<file path="config.mk">
export PLATFORM = sky130hd
export DESIGN_NAME = pi_dac_output_stage
export DESIGN_NICKNAME = d
export VERILOG_FILES = /design/src/rtl/pi_output_pkg.sv /design/src/rtl/spi_frame_shifter.sv /design/src/rtl/pi_dac_output_stage.sv
export SDC_FILE = /design/constraint.sdc
export NUM_CORES = 1
export LEC_CHECK = 0
export BUFFER_PORTS_ARGS = -buffer_cell sky130_fd_sc_hd__buf_2
export CORE_AREA = 4 4 102 104
export DETAILED_ROUTE_END_ITERATION = 7
export DIE_AREA = 0 0 106 108
export PLACE_DENSITY = 0.76
export SLEW_MARGIN = 25
export SYNTH_ARGS = -nofsm -noshare
export SYNTH_HDL_FRONTEND = slang
export SYNTH_SLANG_ARGS = --single-unit
</file>
<file path="constraint.sdc">
create_clock -name clk -period 3.8 [get_ports clk]
set_input_delay 0.57 -clock clk [delete_from_list [all_inputs] [get_ports clk]]
set_output_delay 0.57 -clock clk [all_outputs]
set_load 0.01 [all_outputs]
</file>
<file path="src/rtl/pi_output_pkg.sv">
// Shared definitions for the PI controller output stage: frame FSM states,
// frame length derivation and signed-to-offset-binary conversion helpers.
package pi_output_pkg;

    typedef enum logic [1:0] {
        ST_IDLE,
        ST_LOAD,
        ST_SHIFT,
        ST_GAP
    } frame_state_t;

    localparam int MAX_WIDTH = 32;

    function automatic int frame_bits_f(input int cmd_bits, input int data_width);
        return cmd_bits + data_width;
    endfunction

    function automatic logic [MAX_WIDTH-1:0] midscale_f(input int data_width);
        return MAX_WIDTH'(1) << (data_width - 1);
    endfunction

    // Offset binary is two's complement with the sign bit flipped.
    function automatic logic [MAX_WIDTH-1:0] offset_binary_f(input logic [MAX_WIDTH-1:0] value,
                                                             input int data_width);
        return value ^ midscale_f(data_width);
    endfunction

endpackage

</file>
<file path="src/rtl/spi_frame_shifter.sv">
// Serialises one frame MSB first on an SPI-style link: sync_n framing,
// sclk idling low, sdi updated on sclk rise, minimum sync_n high gap.
module spi_frame_shifter
    import pi_output_pkg::*;
#(
    parameter int FRAME_BITS       = 24,
    parameter int SCLK_DIV         = 4,
    parameter int SYNC_HIGH_CYCLES = 2
) (
    input  logic                  clk,
    input  logic                  reset,
    input  logic                  load_req,
    input  logic [FRAME_BITS-1:0] frame_data,
    output logic                  load_ack,
    output logic                  busy,
    output logic                  frame_done,
    output logic                  sclk,
    output logic                  sync_n,
    output logic                  sdi
);

    localparam int HALF_W = $clog2(2 * SCLK_DIV + 1);
    localparam int BIT_W  = $clog2(FRAME_BITS + 1);
    localparam int GAP_W  = $clog2(SYNC_HIGH_CYCLES + 1);

    localparam logic [HALF_W-1:0] HALF_LAST = HALF_W'(2 * SCLK_DIV - 1);
    localparam logic [HALF_W-1:0] HALF_FALL = HALF_W'(SCLK_DIV);
    localparam logic [BIT_W-1:0]  BIT_LAST  = BIT_W'(FRAME_BITS - 1);
    localparam logic [GAP_W-1:0]  GAP_LAST  = GAP_W'(SYNC_HIGH_CYCLES - 1);

    frame_state_t          state_q, state_d;
    logic [FRAME_BITS-1:0] shreg_q, shreg_d;
    logic [HALF_W-1:0]     half_q, half_d;
    logic [BIT_W-1:0]      bit_q, bit_d;
    logic [GAP_W-1:0]      gap_q, gap_d;
    logic                  sclk_q, sclk_d;
    logic                  sync_n_q, sync_n_d;
    logic                  sdi_q, sdi_d;
    logic                  done_q, done_d;

    always_ff @(posedge clk) begin
        if (reset) begin
            state_q  <= ST_IDLE;
            shreg_q  <= '0;
            half_q   <= '0;
            bit_q    <= '0;
            gap_q    <= '0;
            sclk_q   <= 1'b0;
            sync_n_q <= 1'b1;
            sdi_q    <= 1'b0;
            done_q   <= 1'b0;
        end else begin
            state_q  <= state_d;
            shreg_q  <= shreg_d;
            half_q   <= half_d;
            bit_q    <= bit_d;
            gap_q    <= gap_d;
            sclk_q   <= sclk_d;
            sync_n_q <= sync_n_d;
            sdi_q    <= sdi_d;
            done_q   <= done_d;
        end
    end

    always_comb begin
        state_d  = state_q;
        shreg_d  = shreg_q;
        half_d   = half_q;
        bit_d    = bit_q;
        gap_d    = gap_q;
        sclk_d   = sclk_q;
        sync_n_d = sync_n_q;
        sdi_d    = sdi_q;
        done_d   = 1'b0;
        load_ack = 1'b0;
        case (state_q)
            ST_IDLE: begin
                if (load_req) state_d = ST_LOAD;
            end
            ST_LOAD: begin
                load_ack = 1'b1;
                shreg_d  = frame_data;
                sync_n_d = 1'b0;
                sdi_d    = frame_data[FRAME_BITS-1];
                sclk_d   = 1'b0;
                half_d   = '0;
                bit_d    = '0;
                state_d  = ST_SHIFT;
            end
            ST_SHIFT: begin
                // Rising sclk presents the current bit; the DAC samples on the fall.
                if (half_q == '0) begin
                    sclk_d = 1'b1;
                    sdi_d  = shreg_q[FRAME_BITS-1];
                end
                if (half_q == HALF_FALL) sclk_d = 1'b0;
                if (half_q == HALF_LAST) begin
                    half_d  = '0;
                    shreg_d = shreg_q << 1;
                    bit_d   = bit_q + 1'b1;
                    if (bit_q == BIT_LAST) begin
                        done_d   = 1'b1;
                        sync_n_d = 1'b1;
                        sdi_d    = 1'b0;
                        gap_d    = '0;
                        state_d  = ST_GAP;
                    end
                end else begin
                    half_d = half_q + 1'b1;
                end
            end
            ST_GAP: begin
                if (gap_q == GAP_LAST) begin
                    state_d = load_req ? ST_LOAD : ST_IDLE;
                end else begin
                    gap_d = gap_q + 1'b1;
                end
            end
            default: state_d = ST_IDLE;
        endcase
    end

    assign busy       = (state_q != ST_IDLE);
    assign frame_done = done_q;
    assign sclk       = sclk_q;
    assign sync_n     = sync_n_q;
    assign sdi        = sdi_q;

endmodule

</file>
<file path="src/rtl/pi_dac_output_stage.sv">
// PI controller output stage: clamps each sample, reports limiting for
// anti-windup, and forwards the newest offset-binary code to the DAC shifter.
module pi_dac_output_stage
    import pi_output_pkg::*;
#(
    parameter int                  DATA_WIDTH       = 16,
    parameter int                  CMD_BITS         = 8,
    parameter logic [CMD_BITS-1:0] DAC_CMD          = 8'h30,
    parameter int                  SCLK_DIV         = 4,
    parameter int                  SYNC_HIGH_CYCLES = 2
) (
    input  logic                  clk,
    input  logic                  reset,
    input  logic                  enable,
    input  logic [DATA_WIDTH-1:0] data_in,
    input  logic                  data_valid,
    input  logic [DATA_WIDTH-1:0] limit_max,
    input  logic [DATA_WIDTH-1:0] limit_min,
    output logic                  limiting,
    output logic [DATA_WIDTH-1:0] dac_code,
    output logic                  dac_sclk,
    output logic                  dac_sync_n,
    output logic                  dac_sdi,
    output logic                  busy,
    output logic                  frame_done,
    output logic [15:0]           dropped_count
);

    localparam int FRAME_BITS = frame_bits_f(CMD_BITS, DATA_WIDTH);
    localparam logic [DATA_WIDTH-1:0] MIDSCALE = DATA_WIDTH'(midscale_f(DATA_WIDTH));

    logic                  limiting_q, limiting_d;
    logic [DATA_WIDTH-1:0] code_q, code_d;
    logic [DATA_WIDTH-1:0] pend_code_q, pend_code_d;
    logic                  pend_full_q, pend_full_d;
    logic [15:0]           drop_q, drop_d;
    logic [DATA_WIDTH-1:0] clamp_hi;
    logic [DATA_WIDTH-1:0] clamped;
    logic [DATA_WIDTH-1:0] offset_code;
    logic                  load_ack;

    always_ff @(posedge clk) begin
        if (reset) begin
            limiting_q  <= 1'b0;
            code_q      <= MIDSCALE;
            pend_code_q <= MIDSCALE;
            pend_full_q <= 1'b0;
            drop_q      <= '0;
        end else begin
            limiting_q  <= limiting_d;
            code_q      <= code_d;
            pend_code_q <= pend_code_d;
            pend_full_q <= pend_full_d;
            drop_q      <= drop_d;
        end
    end

    // Applying the lower clamp last makes limit_min win when the limits cross.
    always_comb begin
        clamp_hi    = ($signed(data_in) > $signed(limit_max)) ? limit_max : data_in;
        clamped     = ($signed(clamp_hi) < $signed(limit_min)) ? limit_min : clamp_hi;
        offset_code = DATA_WIDTH'(offset_binary_f(MAX_WIDTH'(clamped), DATA_WIDTH));

        limiting_d  = limiting_q;
        code_d      = code_q;
        pend_code_d = pend_code_q;
        pend_full_d = pend_full_q;
        drop_d      = drop_q;

        if (load_ack) pend_full_d = 1'b0;
        if (!enable) begin
            pend_full_d = 1'b0;
            limiting_d  = 1'b0;
        end else if (data_valid) begin
            limiting_d  = (clamped != data_in);
            code_d      = offset_code;
            pend_code_d = offset_code;
            pend_full_d = 1'b1;
            if (pend_full_q && !load_ack && drop_q != 16'hFFFF) drop_d = drop_q + 16'd1;
        end
    end

    // Gating with enable stops a disabled stage from starting a new frame.
    spi_frame_shifter #(
        .FRAME_BITS       (FRAME_BITS),
        .SCLK_DIV         (SCLK_DIV),
        .SYNC_HIGH_CYCLES (SYNC_HIGH_CYCLES)
    ) u_shifter (
        .clk        (clk),
        .reset      (reset),
        .load_req   (pend_full_q & enable),
        .frame_data ({DAC_CMD, pend_code_q}),
        .load_ack   (load_ack),
        .busy       (busy),
        .frame_done (frame_done),
        .sclk       (dac_sclk),
        .sync_n     (dac_sync_n),
        .sdi        (dac_sdi)
    );

    assign limiting      = limiting_q;
    assign dac_code      = code_q;
    assign dropped_count = drop_q;

endmodule

</file>
# Yosys cells after proc, flatten, opt, wreduce, memory -nomap -nowiden
# Index checks and enable logic that the tools add are counted.
# word_totals
ff_bits	75
in_bits	52
out_inout_bits	38
wordCells	89
# classes
add_sub_neg	4
order_cmp	2
eq_ne	15
muxes	32
bitwise_logic	5
n_reduce_logical	18
# ops
operator	count
case mux 24 bit (2 select lines)	1
2-to-1 mux 16 bit	2
2-to-1 mux 24 bit	1
adder 16 x 1 -> 16 bit (second input constant)	1
> comparator 16 bit	1
< comparator 16 bit	1
!= test 16 bit	1
!= test 16 bit (second input constant)	1
2-to-1 mux 2 bit	7
2-to-1 mux 1 bit	12
case mux 5 bit (2 select lines)	1
== test 4 x 3 -> 1 bit (second input constant)	2
!= test 2 x 1 -> 1 bit (second input constant)	4
case mux 2 bit (4 select lines)	1
case mux 4 bit (2 select lines)	1
AND reduction 4 bit	2
nonzero test 2 bit	4
case mux 1 bit (2 select lines)	3
AND reduction 2 bit	3
AND reduction 3 bit	2
adder 5 x 1 -> 5 bit (second input constant)	1
== test 5 bit (second input constant)	1
2-to-1 mux 5 bit	1
adder 4 x 1 -> 4 bit (second input constant)	1
15 further kinds	21

# Longest topological paths before layout
# Gate-level depths: netlist of the first run.
# logic_depth
word_depth	6
mapped_depth	23
ltp_nobuf	20

# Modules after synthesis
# A second synthesis of the first run with hierarchy kept.
# hier_totals
cells_unflattened	610
area_unflattened_um2	5089.9
# modules_own_cells
mod	instances	cells_each	area_each_um2	seq_area_each_um2
pi_dac_output_stage	1	389	3002.9	680.7
spi_frame_shifter	1	221	2087.0	820.8

# Worst setup path before layout of the first run
# OpenSTA, ideal clock, no wires.
# synth_path
path_kind	input port to flip-flop
start	input port limit_max[15]
end	register limiting_q, in the netlist limiting
setup_time_ps	122
arrival_ps	4027
t_required_ps	3678
slack_ps	-349
path_stages	22
n_path_buf	2
path_cell_list	inv_1 > ha_1 > nand4_2 > nor3_1 > nor3_2 > o211ai_2 > mux2_4 > clkbuf_1 > nand2_1 > o21ai_1 > ha_1 > a21oi_1 > o22ai_1 > o21a_1 > o21ai_1 > nand3_1 > nor4_1 > a221oi_2 > buf_6 > mux2_2 > a221oi_2 > a21oi_1
# synth_via
elab_chain_cells	5
# synth_lines
item	line	rtl
start, declared	pi_dac_output_stage.sv:17	input logic [DATA_WIDTH-1:0] limit_max,
> comparator 16 bit	pi_dac_output_stage.sv:60	clamp_hi = ($signed(data_in) > $signed(limit_max)) ? limit_max : data_in;
2-to-1 mux 16 bit (*)	pi_dac_output_stage.sv:60	
< comparator 16 bit	pi_dac_output_stage.sv:61	clamped = ($signed(clamp_hi) < $signed(limit_min)) ? limit_min : clamp_hi;
2-to-1 mux 16 bit (*)	pi_dac_output_stage.sv:61	
!= test 16 bit (*)	pi_dac_output_stage.sv:75	limiting_d = (clamped != data_in);
end signal, assigned	pi_dac_output_stage.sv:50	limiting_q <= limiting_d;
end, declared	pi_dac_output_stage.sv:32	logic limiting_q, limiting_d;
# Every way passes the cells marked *; elsewhere a longest branch is shown, timed or not.
# A chain may end at the register's enable or synchronous reset.

# Worst setup path after layout of the first run
# layout_path
start	input port limit_max[15]
end	register pend_code_q[10]
# layout_via
elab_chain_cells	4
# layout_lines
item	line	rtl
> comparator 16 bit	pi_dac_output_stage.sv:60	
2-to-1 mux 16 bit (*)	pi_dac_output_stage.sv:60	
< comparator 16 bit	pi_dac_output_stage.sv:61	
2-to-1 mux 16 bit (*)	pi_dac_output_stage.sv:61	
end signal, assigned	pi_dac_output_stage.sv:52	pend_code_q <= pend_code_d;
end, declared	pi_dac_output_stage.sv:34	logic [DATA_WIDTH-1:0] pend_code_q, pend_code_d;
# Marked as above.

==> flow_summary.ini, run 1 <==
[floorplan]
die_y_um = 108
fp.coreArea_um2 = 9550
dieArea_um2 = 11400
start_util_pct = 49.5
row_count = 36
chipWidth_um = 106
io_pins = 90

[sta]
rsz0062_at_grt = yes
fin_crit_ps = 3990
setup_violations = 15
timing.final.crit_share_pct = 105
max_freq_mhz = 250
timing.final.ws_setup_ps = -193
drv_slew = 0
maxSlewHeadroom_pct = 34.2
fin_skew_ps = 11.5
hold_viol = 0
tightest_slew_ps = 987

[global_routing]
grt_pass1_wl_um = 21400
grt_overflow_total = 0
antenna_found_initial = 0
grt_util_all_layers_pct = 23.2
first_global_vias = 4584
grt_max_degree = 59

[pwr]
finalPower_mw = 2.79
power_leakage_nw = 2.96
ir_drop_v = 0.000204
p_per_area_nw_per_um2 = 410

[final_layout]
fin_area_um2 = 6820
fin_cells = 891
area_growth_pct = 44.3
n_antenna_cell = 0
nets = 846
drive_gt1_share_pct = 37.1

[worst_setup_path]
r2r_setup_slack_ps = 1100
path_class = in2reg
crit_top_cell = ha_4
end_kind = register
slowest_stage = mux2_4
cp_data_arrival_time_ps = 4250
worstPathRequired_ps = 4060
path_cells = buf_8, inv_6, ha_4, nand4_4, nor2_4, nand4_1, o211ai_4, mux2_4, o21ai_4, ha_4, a21oi_2, o22ai_2, o21a_1, o21ai_2, nand3_2, nor4_4, a221oi_2, buf_4, buf_12, mux2i_1, o21ai_1, and2b_1
slowest_delay_ps = 420
cp_max_fo = 7
ff2ff_path_depth = 9
crit_path_start_kind = primary input

[placed_design]
io_buffers = 89
gp_congestion = 0.899
place_hpwl_um = 9890
placed_area_um2 = 5920
pre_cts_ws_ps = -562
placedCellCount = 854

[outcome]
outcome = finished with violations
violations = setup timing

[worst_hold_path]
hp-class = reg2reg
holdPathStages = 2

[logic_synthesis]
ys_seq_elements = 75
yosys.area.top_type = dfxtp_1
syn_avg_cell_area_um2 = 8.05
yosysWarnings = 0
synth_cell_types = 46
syn_nets = 680
async_reset_ff_share_pct = 0
synth_common_cells = dfxtp_1 (75), nand2_1 (73), nor2_1 (53), inv_1 (44), ha_1 (41)
yosys-top-cells-area = dfxtp_1 (32%), ha_1 (11%), mux2i_1 (7.0%)
yosysSeqAreaShare_pct = 31.8
post-synth-top-count-cell = dfxtp_1
synthCells = 587
synth_top_area_share_pct = 31.8
syn-cell-area_um2 = 4730
synth-edff-count = 0
synthFlopType = dfxtp_1

[clock_tree]
cts-hold-fix-buffers = 0
cts_root_buf = clkbuf_8
htree_num_levels = 3
insertion_delay_ps = 370
clock-sinks = 75
max-clock-path-buffers = 2
cts_tree = built
cts_buffers = 9
clkTransAtPathRegs_ps = 80

[routing]
routed_wl_um = 13900
viasPerCell = 5.43
final_antenna_net_count = 0
drt_iter0_drc = 185
routedWlPerCell_um = 15.6
drt-pass1-iter-count = 4
dr_total_vias = 4834
drc = 0

[flow_run]
max_cap_violations = 0
==> power by group <==
part	switching, mW	total (mW)	leakage (nW)	internal [mW]
Combinational	0.602	1.14	2.24	0.538
Clock	0.302	0.707	0.113	0.405
Sequential	0.0618	0.947	0.609	0.885
==> per-stage QoR <==
| step | hold WS [ps] | util (%) | TNS, ps |
|---|---|---|---|
| after floorplan | 432 | - | -33.8 |
| after global placement | 436 | 62.0 | -5730 |
| after detailed placement | 446 | 62.0 | -7760 |
| after CTS | 457 | 68.7 | -119 |
| after global routing | 469 | 71.4 | -4050 |
| final | 455 | 71.4 | -1940 |
==> path summary, 6_finish.rpt <==
| check | end | startpoint |
|---|---|---|
| setup / recovery | pend_code_q[10]$_SDFFE_PP0P_ | limit_max[15] |
| hold / removal | u_shifter.sdi$_SDFFE_PP0P_ | u_shifter.sdi$_SDFFE_PP0P_ |
| setup reg to reg | u_shifter.bit_q[4]$_SDFFE_PP0P_ | u_shifter.state_q[0]$_SDFFE_PP0P_ |
| hold reg to reg | u_shifter.sdi$_SDFFE_PP0P_ | u_shifter.sdi$_SDFFE_PP0P_ |
==> cells by family after synthesis <==
group                      synth area share (%)
xor gates and xnor gates                   7.97
adders and majority gates                  10.9
muxes                                      8.02
and+or+nand+nor                            21.4
AOI/OAI and AO/OA                          14.0
buffers and inverters                      5.96
DFF                                        31.8
==> sequential cells by signal, indices dropped and copies added (netlist names) <==
name                  cells
u_shifter.shreg_q        24
u_shifter.gap_q           2
dropped_count            16
u_shifter.bit_q           5
u_shifter.half_q          4
u_shifter.sclk            1
pend_full_q               1
u_shifter.frame_done      1
limiting                  1
u_shifter.sync_n          1
u_shifter.state_q         2
u_shifter.sdi             1
pend_code_q              16
==> cell type report <==
class                           count  area [µm²]
Clock buffer                       12         155
Clock inverter                      4        72.6
Fill cell                         703        2730
Inverter                           44         180
Multi-Input combinational cell    444        3470
Sequential cell                    75        1500
Tap cell                          133         166
Timing Repair Buffer              179        1280
==> placed cells by master, fill, tap and decap left out, drive strengths merged, types with 5 or more instances in the layout <==
cell	count
a211oi	17
a21oi	26
and2b	8
buf	179
clkbuf	12
dfxtp	75
ha	41
inv	44
mux2	6
mux2i	33
nand2	73
nand3	19
nand4	14
nor2	54
nor2b	9
nor3	15
nor4	5
o21ai	43
or3	5
xnor2	15
xor2	28
==> worst max-delay path: cells and delay by family <==
kind / cells / cell delay [ps]
adders and majority gates: 2 / 520
AOI/OAI and AO/OA: 8 / 1180
and+or+nand+nor: 6 / 920
muxes: 2 / 610
buffers and inverters: 4 / 450
==> metal layers <==
| metal | GRT usage, % | wire length (µm) | share of wire, % |
|---|---|---|---|
| met5 | 0 | 0 | 0 |
| met4 | 8.33 | 325 | 2.3 |
| met3 | 4.06 | 630 | 4.5 |
| met2 | 41.0 | 7080 | 51 |
| met1 | 28.5 | 5910 | 42 |
==> timing repair <==
action,in CTS,in global routing
buffers inserted,10,8
setup endpoints to repair,16,16
pin swaps,0,16
endpoints found under the hold margin,0,0
gates cloned,3,0
gates resized for setup,65,39
Power figures use the tool's default switching activity.
==> inputs of run 2 (changes only) <==
--- a/config.mk
+++ b/config.mk
@@ -6,10 +6,12 @@
 export NUM_CORES = 1
 export LEC_CHECK = 0
 export BUFFER_PORTS_ARGS = -buffer_cell sky130_fd_sc_hd__buf_2
-export CORE_AREA = 4 4 102 104
+export CELL_PAD_IN_SITES_DETAIL_PLACEMENT = 0
+export CELL_PAD_IN_SITES_GLOBAL_PLACEMENT = 1
+export CORE_AREA = 4 4 119 121
 export DETAILED_ROUTE_END_ITERATION = 7
-export DIE_AREA = 0 0 106 108
-export PLACE_DENSITY = 0.76
+export DIE_AREA = 0 0 123 125
+export PLACE_DENSITY_LB_ADDON = 0.1
 export SLEW_MARGIN = 25
 export SYNTH_ARGS = -nofsm -noshare
 export SYNTH_HDL_FRONTEND = slang
==> run 2 against run 1 <==
Compared with the run above: the run still ends with setup timing left; clock power up 30%; sequential cell count unchanged; non-clock buffer count increased by 6; clock-buffer cell count shrank 1; cell count is 5.5% higher; global-route usage decreased by 5.3 points; worst hold slack worse by 6.6 ps; cell area grew 2.3%; total power grew 7.4%; routed wire length shrank 1.7%; register-to-register slack gained 110 ps; highest routed layer unchanged.
==> flow_summary.ini, run 2 (same netlist as run 1, synthesis figures left out) <==
[pwr]
pwr-share-comb_pct = 37.8
p_per_area_nw_per_um2 = 430
ir_drop_v = 0.000224
netSwitchingPower_mw = 0.958
p_clk_share_pct = 30.6
power_leakage_nw = 3.02
switching_share_pct = 31.9
p_int_mw = 2.04
seq_power_share_pct = 31.6
finalPower_mw = 3.00

[flow_run]
max_cap_violations = 0

[floorplan]
dieArea_um2 = 15400
fp.coreArea_um2 = 13100
chipWidth_um = 123
start_util_pct = 36.1
die_y_um = 125
io_pins = 90
row_count = 42

[clock_tree]
cts_buffers = 9
insertion_delay_ps = 330
htree_num_levels = 3
cts_tree = built
cts-hold-fix-buffers = 0
clock-sinks = 75
max-clock-path-buffers = 2
cts_root_buf = clkbuf_16
clkTransAtPathRegs_ps = 60

[sta]
timing.final.crit_share_pct = 104
fin_skew_ps = 7.71
fin_crit_ps = 3950
setup_violations = 15
rsz0062_at_grt = yes
drv_slew = 0
max_freq_mhz = 253
tightest_slew_ps = 872
maxSlewHeadroom_pct = 41.7
hold_viol = 0
timing.final.ws_setup_ps = -149

[routing]
viasPerCell = 4.97
routedWlPerCell_um = 14.6
drc = 0
final_antenna_net_count = 0
dr_total_vias = 4672
drt_iter0_drc = 180
drt-pass1-iter-count = 6
routed_wl_um = 13700

[global_routing]
first_global_vias = 4600
grt_overflow_total = 0
antenna_found_initial = 0
grt_max_degree = 39
grt_pass1_wl_um = 22300
grt_util_all_layers_pct = 17.9

[final_layout]
area_growth_pct = 47.6
fin_cells = 940
fin_area_um2 = 6980
n_antenna_cell = 0
nets = 853
final_common_cell = buf_4
regMostFlops = u_shifter.shreg_q
fillers = 1233
largest_reg_flops = 24
final_cell_mix = buf_4 (86), dfxtp_1 (75), buf_2 (72)
drive_gt1_share_pct = 36.9
fin_util_pct = 53.3

[placed_design]
placed_area_um2 = 6020
pre_cts_ws_ps = -593
gp_congestion = 0.890
placedCellCount = 904
io_buffers = 89
place_hpwl_um = 10600

[outcome]
outcome = finished with violations
violations = setup timing

[worst_setup_path]
cp_data_arrival_time_ps = 4150
cp_max_fo = 7
crit_path_start_kind = primary input
worstPathRequired_ps = 4000
path_class = in2reg
end_kind = register

[worst_hold_path]
hp-class = reg2reg
run 2: cell types whose count changed in the layout (fill, tap and decap cells not counted), moves of 2 or more:
| cell | previous run | this run |
|---|---|---|
| clkbuf_16 | 0 | 9 |
| clkbuf_8 | 11 | 2 |
| nand2_4 | 5 | 3 |
| nand2_2 | 7 | 4 |
| mux2i_2 | 0 | 7 |
| ha_4 | 19 | 14 |
| mux2i_1 | 31 | 22 |
| o21ai_2 | 7 | 9 |
| ha_1 | 22 | 26 |
| mux2i_4 | 2 | 4 |
| buf_6 | 16 | 24 |
| inv_2 | 10 | 7 |
| inv_1 | 29 | 32 |
| nand2_1 | 61 | 66 |
run 2: area by class of cell:
cell class / count / area [µm²] / share of cell area, %
clock buffer: 11 / 253 / 3.62
inverter: 44 / 180 / 2.58
sequential: 75 / 1500 / 21.5
multi-input combinational: 445 / 3420 / 49.0
timing repair buffer: 185 / 1330 / 19.0
clock inverter: 4 / 73.8 / 1.06
tap: 176 / 220 / 3.16
run 2: timing repair:
action | 4_1_cts | 5_1_grt
endpoints found under the setup margin | 17 | 17
pin swaps | 26 | 8
resized for setup | 75 | 24
gates cloned | 4 | 0
buffers inserted | 12 | 6
run 2: per-layer routing:
layer | wire length [µm] | global-route usage [%] | part of all wire, % | vias to the layer above
met5 | 0 | 0 | 0 | -
met4 | 291 | 6.12 | 2.1 | 0
met3 | 448 | 4.02 | 3.3 | 24
met2 | 6990 | 31.1 | 51 | 88
met1 | 5980 | 21.7 | 44 | 2183
li1 | - | - | - | 2377
run 2: worst max-delay path, cell delays in order:
cell and delay (ps):
buf_8 80, inv_4 30, ha_4 260, nand2_4 50, buf_6 110, nor3_4 130
nand2_2 90, o211ai_4 200, buf_6 150, mux2_4 370, nand2_1 140, o21ai_4 70
ha_2 320, nor2_1 50, a211oi_2 200, nor2_1 70, nor3_1 130, nor2_1 70
a221oi_2 240, buf_6 210, mux2_2 350, a221oi_2 170, a21oi_1 110
run 2: stage by stage:
step           setup TNS (ps)  hold WS [ps]
6_report                -1170           448
5_1_grt                 -4640           472
4_1_cts                 -1560           451
3_5_place_dp            -9030           443
3_3_place_gp            -7350           438
2_1_floorplan           -33.8           432
run 2: power groups by stage:
stage,clock network (mW),logic [mW],registers [mW]
floorplan,0,0.624,0.955
global placement,0,0.925,0.960
detailed placement,0,0.944,0.965
CTS,0.953,1.07,0.948
global route,0.979,1.25,0.960
finish,0.919,1.13,0.947
run 2: final timing paths:
check / startpoint / end / slack, ps / cells after the start
max: limit_max[7] / limiting$_SDFFE_PP0P_ / -150 / 23
min: u_shifter.shreg_q[16]$_SDFFE_PP0P_ / u_shifter.shreg_q[17]$_SDFFE_PP0P_ / 450 / 2
max reg2reg: u_shifter.state_q[0]$_SDFFE_PP0P_ / u_shifter.shreg_q[4]$_SDFFE_PP0P_ / 1210 / 9
min reg2reg: u_shifter.shreg_q[16]$_SDFFE_PP0P_ / u_shifter.shreg_q[17]$_SDFFE_PP0P_ / 450 / 2
